**config.mk**
```make
export PLATFORM = sky130hd
export DESIGN_NAME = scan_gen
export DESIGN_NICKNAME = d
export VERILOG_FILES = /design/src/rtl/scan_gen.sv
export SDC_FILE = /design/constraint.sdc
export NUM_CORES = 1
export LEC_CHECK = 0
export ABC_AREA = 1
export CORE_ASPECT_RATIO = 1.75
export CORE_MARGIN = 2
export CORE_UTILIZATION = 50
export CTS_CLUSTER_DIAMETER = 150
export DETAILED_ROUTE_END_ITERATION = 10
export PLACE_DENSITY = 0.77
export SLEW_MARGIN = 10
export SYNTH_ARGS = -nofsm -noshare
export SYNTH_HDL_FRONTEND = slang
export SYNTH_SLANG_ARGS = --single-unit
```
**constraint.sdc**
```tcl
create_clock -name clk -period 2.71 [get_ports clk]
set_clock_uncertainty 0.05 [all_clocks]
set_input_delay 0.542 -clock clk [delete_from_list [all_inputs] [get_ports clk]]
set_output_delay 0.542 -clock clk [all_outputs]
set_load 0.05 [all_outputs]
```
**src/rtl/scan_gen.sv**
```systemverilog
// Digit-scan timing for the 4-digit 7-segment path: prescaled scan index plus a frame-sampled, saturated display value.
// Latency: all outputs registered; in14 reaches out14 at the next frame edge (<= 4*(DIV_MAX+1) clocks) or 1 clock via in_load.
// Backpressure: none; free-running producer-side stage, in_hold freezes the sampled value, in_load restarts the scan.
module scan_gen #(
   parameter int DIV_W   = 16,
   parameter int DIV_MAX = 12499,
   parameter int MAXVAL  = 9999
) (
   input  logic        clk,
   input  logic        rst_n,
   input  logic [13:0] in14,
   input  logic        in_hold,
   input  logic        in_load,
   output logic [13:0] out14,
   output logic [1:0]  out2_scan,
   output logic        out_tick,
   output logic        out_frame
);

   localparam logic [DIV_W-1:0] DIV_TERM = DIV_W'(DIV_MAX);
   localparam logic [13:0]      SAT_LIM  = 14'(MAXVAL);
   localparam logic [1:0]       LAST_IDX = 2'd3;

   logic [DIV_W-1:0] div_cnt;
   logic             div_term;
   logic             frame_edge;
   logic [13:0]      sat_dat;

   // Terminal count of the prescaler marks a scan advance; the advance out of
   // the last digit is the frame boundary where a new value may be latched.
   always_comb begin
      div_term   = (div_cnt == DIV_TERM);
      frame_edge = div_term && (out2_scan == LAST_IDX);
      sat_dat    = (in14 > SAT_LIM) ? SAT_LIM : in14;
   end

   // Prescaler: counts 0..DIV_MAX, restarts on wrap or on a load.
   always_ff @(posedge clk or negedge rst_n) begin
      if (!rst_n) begin
         div_cnt <= '0;
      end else if (in_load || div_term) begin
         div_cnt <= '0;
      end else begin
         div_cnt <= DIV_W'(div_cnt + 1'b1);
      end
   end

   // Scan index and its registered tick/frame pulses; a load suppresses the
   // pulse that the same edge would otherwise have produced.
   always_ff @(posedge clk or negedge rst_n) begin
      if (!rst_n) begin
         out2_scan <= 2'd0;
         out_tick  <= 1'b0;
         out_frame <= 1'b0;
      end else if (in_load) begin
         out2_scan <= 2'd0;
         out_tick  <= 1'b0;
         out_frame <= 1'b0;
      end else begin
         out_tick  <= div_term;
         out_frame <= frame_edge;
         if (div_term) begin
            out2_scan <= 2'(out2_scan + 2'd1);
         end
      end
   end

   // Displayed value only moves on a frame boundary (unless held) or a load,
   // so the decoder never shows digits from two different samples.
   always_ff @(posedge clk or negedge rst_n) begin
      if (!rst_n) begin
         out14 <= 14'd0;
      end else if (in_load) begin
         out14 <= sat_dat;
      end else if (frame_edge && !in_hold) begin
         out14 <= sat_dat;
      end
   end

endmodule

```
# Word-level counts from Yosys, hierarchy flattened
# Cells that the tools add are included.
[op_classes]
n_lt_le_gt_ge = 1
addsub = 2
muxes = 8
reduce_logical = 6
n_eq_ne = 2
[ops]
columns = ["operator", "n"]
rows = [
  ["2-to-1 mux 14 bit", 3],
  ["adder 16 x 1 -> 16 bit (second input constant)", 1],
  ["equality test 16 x 14 -> 1 bit (second input constant)", 1],
  ["2-to-1 mux 16 bit", 1],
  ["> comparator 14 bit (second input constant)", 1],
  ["2-to-1 mux 2 bit", 2],
  ["nonzero test 2 bit", 2],
  ["adder 2 x 1 -> 2 bit (second input constant)", 1],
  ["equality test 2 bit (second input constant)", 1],
  ["logical AND 1 bit", 2],
  ["2-to-1 mux 1 bit", 2],
  ["logical NOT 1 bit", 1],
  ["logical OR 1 bit", 1],
]
[totals]
out_inout_bits = 18
register_bits = 34

# Depth between registers and ports, before layout
[depth]
word_depth = 5
ltp_mapped = 10

# Worst setup path before layout
# No wires, ideal clock.
[synth_timing]
path_kind = "reg2reg"
start = "register out2_scan[0]"
end = "register out14[1]"
setup_ns = 0.118
synth_period_minus_slack_ns = 1.718
setup_slack_ns = 0.992
arrival_time_ns = 1.550
stages_incl_launch_ff = 9
required_time_ns = 2.542
path_cell_list = "dfrtp_1 > ha_1 > inv_1 > or2_1 > nand2_1 > nand2_2 > buf_6 > nand2_1 > nand2_1"
[synth_via]
elab_chain_cells = 4
[synth_rtl]
columns = ["item", "line_no", "source"]
rows = [
  ["from (decl)", "15", "output logic [1:0] out2_scan,"],
  ["from (signal assigned)", "63", "out2_scan <= 2'(out2_scan + 2'd1);"],
  ["equality test 2 bit", "33", "frame_edge = div_term && (out2_scan == LAST_IDX);"],
  ["logical AND 1 bit", "33", ""],
  ["logical AND 1 bit", "75", "end else if (frame_edge && !in_hold) begin"],
  ["nonzero test 2 bit (no line)", "--", ""],
  ["to (signal assigned)", "74", "out14 <= sat_dat;"],
  ["to (signal assigned)", "76", "out14 <= sat_dat;"],
  ["to (decl)", "14", "output logic [13:0] out14,"],
]
# No other way between the ends.
# A chain may end at the register's enable or synchronous reset.

# Final worst setup path
[layout_timing]
start = "register out2_scan[0]"
end = "output out2_scan[0]"
# No word-level cell between the ends.

==> metrics <==
outcome=completed; first-pass GRT wire length=6.28 mm; minimum clock period=2.11 ns; CP bufs+invs=1; chip width=48.4 um; fin crit share=0.780; drt drc=0; post-synth cell types=25; final net count=290; final max-slew violation count=0; total die area=3960 um^2; Warnings, synthesis=0; Die Span Y=81.7 um; CP required=2.12 ns; critical path class=reg2out; final hold vios=0; final setup fails=0; Core Box Area=3330 um^2; global route overflow=0; violation count after the first detailed-route iteration=31; DRT Wirelength=3.51 mm; clock buffer depth=2; RSZ-0062 raised after global routing=no; antenna violations before repair=0; Cell Area, Placed=2110 um^2; synthesized area per cell=7.50 um^2; # rows=28; Static Leak=1.08 nW; setup_tns=0 ns; worst hold path type=reg2reg; top cell family by delay on the critical path=buffers and inverters; antenna diode count=0; Hold WS=0.410 ns; critical path cell sequence=clkdlybuf4s50_1; Root Buffer=clkbuf_8; CP Capture Type=output pin; dpl hpwl=2.72 mm; slowest CP cell=clkdlybuf4s50_1; Slew HR=0.661; routed vias/inst=4.78; CTS tree=yes; synthesized flop and latch total=34; Final Cell Area=2220 um^2; starting density of the core=0.518; Port Buffers=35; TritonCTS Buffers=5; Critical Path Source Type=flop; vias in the first global route=1,534; Least-Margin Pin Slew=0.507 ns; max-cap violations=0; max frequency=473 MHz; Total GRT Usage=0.209; fillers=285; Mapped Area=1730 um^2; # IOs=36; Crit Path Max Fanout=4; CP arrival=1.52 ns; Vias=1,510; power per cell area=563 nW/um^2; maximum number of pins on one net before global-route repair=35; Seq/Total Area, Yosys=0.493; Largest stage delay, worst path=0.82 ns; CTS Sinks=34; drt pass-1 iters=4; Routed wire per std cell=11.1 um; worst skew pair latency=0.29 ns; worst vdd ir=415 uV; Mapped Cells=230; post-CTS resize count=0; GPL Wtd Cong=0.819; syn nets=250; Routed Antenna Nets=0; clk slew on worst S/H paths=0.07 ns; hold_buf cts=0; Area Overhead vs Synth=28.6%; htree depth=2; setup bufs post-CTS=0; layout cells sized above 1=0.0664
layout by cell type, fill, tap and decap left out, drive strengths merged:
master / count
bufinv: 1
clkdlybuf4s50: 35
xor2: 3
a21boi: 5
or2: 1
clkbuf: 7
nand2: 92
nor3b: 1
nand3: 8
nand4: 2
nor2: 41
o21ai: 1
a21oi: 1
inv: 23
xnor2: 1
nor3: 7
buf: 1
clkinv: 3
ha: 2
dfrtp: 34
o21bai: 2
where the power goes:
group	total, mW	switching (mW)	internal, mW
logic	0.241	0.154	0.0865
registers	0.554	0.0177	0.536
clock network	0.454	0.179	0.275
through the flow:
step           instances   util  setup WS (ns)  power, mW
2_1_floorplan        230      -          0.992      0.706
3_5_place_dp         308  0.635          0.769      0.806
6_report             316  0.667          0.596       1.25
5_1_grt              316  0.667          0.557       1.31
3_3_place_gp         308  0.635          0.784      0.805
4_1_cts              316  0.667          0.589       1.27
cell type report:
| type | instances | area [um^2] | share of cell area |
|---|---|---|---|
| repair buffers | 36 | 358 | 0.161 |
| clock buffers | 7 | 76.3 | 0.0344 |
| clock inverters | 1 | 30.0 | 0.0135 |
| multi-input cells | 167 | 749 | 0.338 |
| well taps | 45 | 56.3 | 0.0254 |
| inverters | 26 | 97.6 | 0.0440 |
| flip-flops and latches | 34 | 851 | 0.384 |
worst paths after layout:
| kind | slack, ns | start | cells past startpoint | to |
|---|---|---|---|---|
| max | 0.60 | out2_scan[0]$_DFFE_PN0N_ | 1 | out2_scan[0] |
| min | 0.41 | div_cnt[0]$_DFF_PN0_ | 1 | div_cnt[0]$_DFF_PN0_ |
| max reg2reg | 1.08 | div_cnt[0]$_DFF_PN0_ | 8 | out14[9]$_DFFE_PN0P_ |
| min reg2reg | 0.41 | div_cnt[0]$_DFF_PN0_ | 1 | div_cnt[0]$_DFF_PN0_ |
| max in group asynchronous | 1.69 | rst_n | 2 | out14[8]$_DFFE_PN0P_ |
| min in group asynchronous | 0.62 | rst_n | 2 | div_cnt[9]$_DFF_PN0_ |
routing by layer:
metal / track usage / up-vias / wire, um
met2: 0.407 / 34 / 1870
met5: 0 / - / 0
li1: - / 778 / -
met1: 0.210 / 693 / 1420
met4: 0.0771 / 0 / 47
met3: 0.0582 / 5 / 177
synthesized netlist by cell type:
cell type,number,area share
nor3_1,6,0.017
nor3b_1,1,0.0044
o21bai_2,1,0.0065
clkinv_1,3,0.0065
inv_1,19,0.041
nor2_1,39,0.085
ha_1,2,0.015
nand2_4,1,0.0065
buf_6,2,0.013
xnor2_1,1,0.0051
nand3_1,8,0.023
dfrtp_1,34,0.49
nand4_1,2,0.0073
nand2_1,89,0.19
a21oi_1,1,0.0029
nand2_2,2,0.0073
nor3_2,1,0.0058
xor2_1,3,0.015
or2_1,1,0.0036
inv_2,4,0.0087
o21bai_1,1,0.0044
nor2_2,2,0.0073
o21ai_1,1,0.0029
buf_2,1,0.0029
a21boi_0,5,0.022
logic make-up (layout without fill, tap and decap cells):
kind of cell | after synthesis | count (layout) | share of synthesized area
buf+inv | 29 | 70 | 0.0725
xor+xnor | 4 | 4 | 0.0203
simple gates | 152 | 152 | 0.361
compound gates | 9 | 9 | 0.0384
flops | 34 | 34 | 0.493
fa+ha+maj | 2 | 2 | 0.0145
state kept, by name (all words and copies together), names as in the netlist:
| register | count |
|---|---|
| out_tick | 1 |
| out14 | 14 |
| out_frame | 1 |
| out2_scan | 2 |
| div_cnt | 16 |
(Power assumes the default switching activity.)
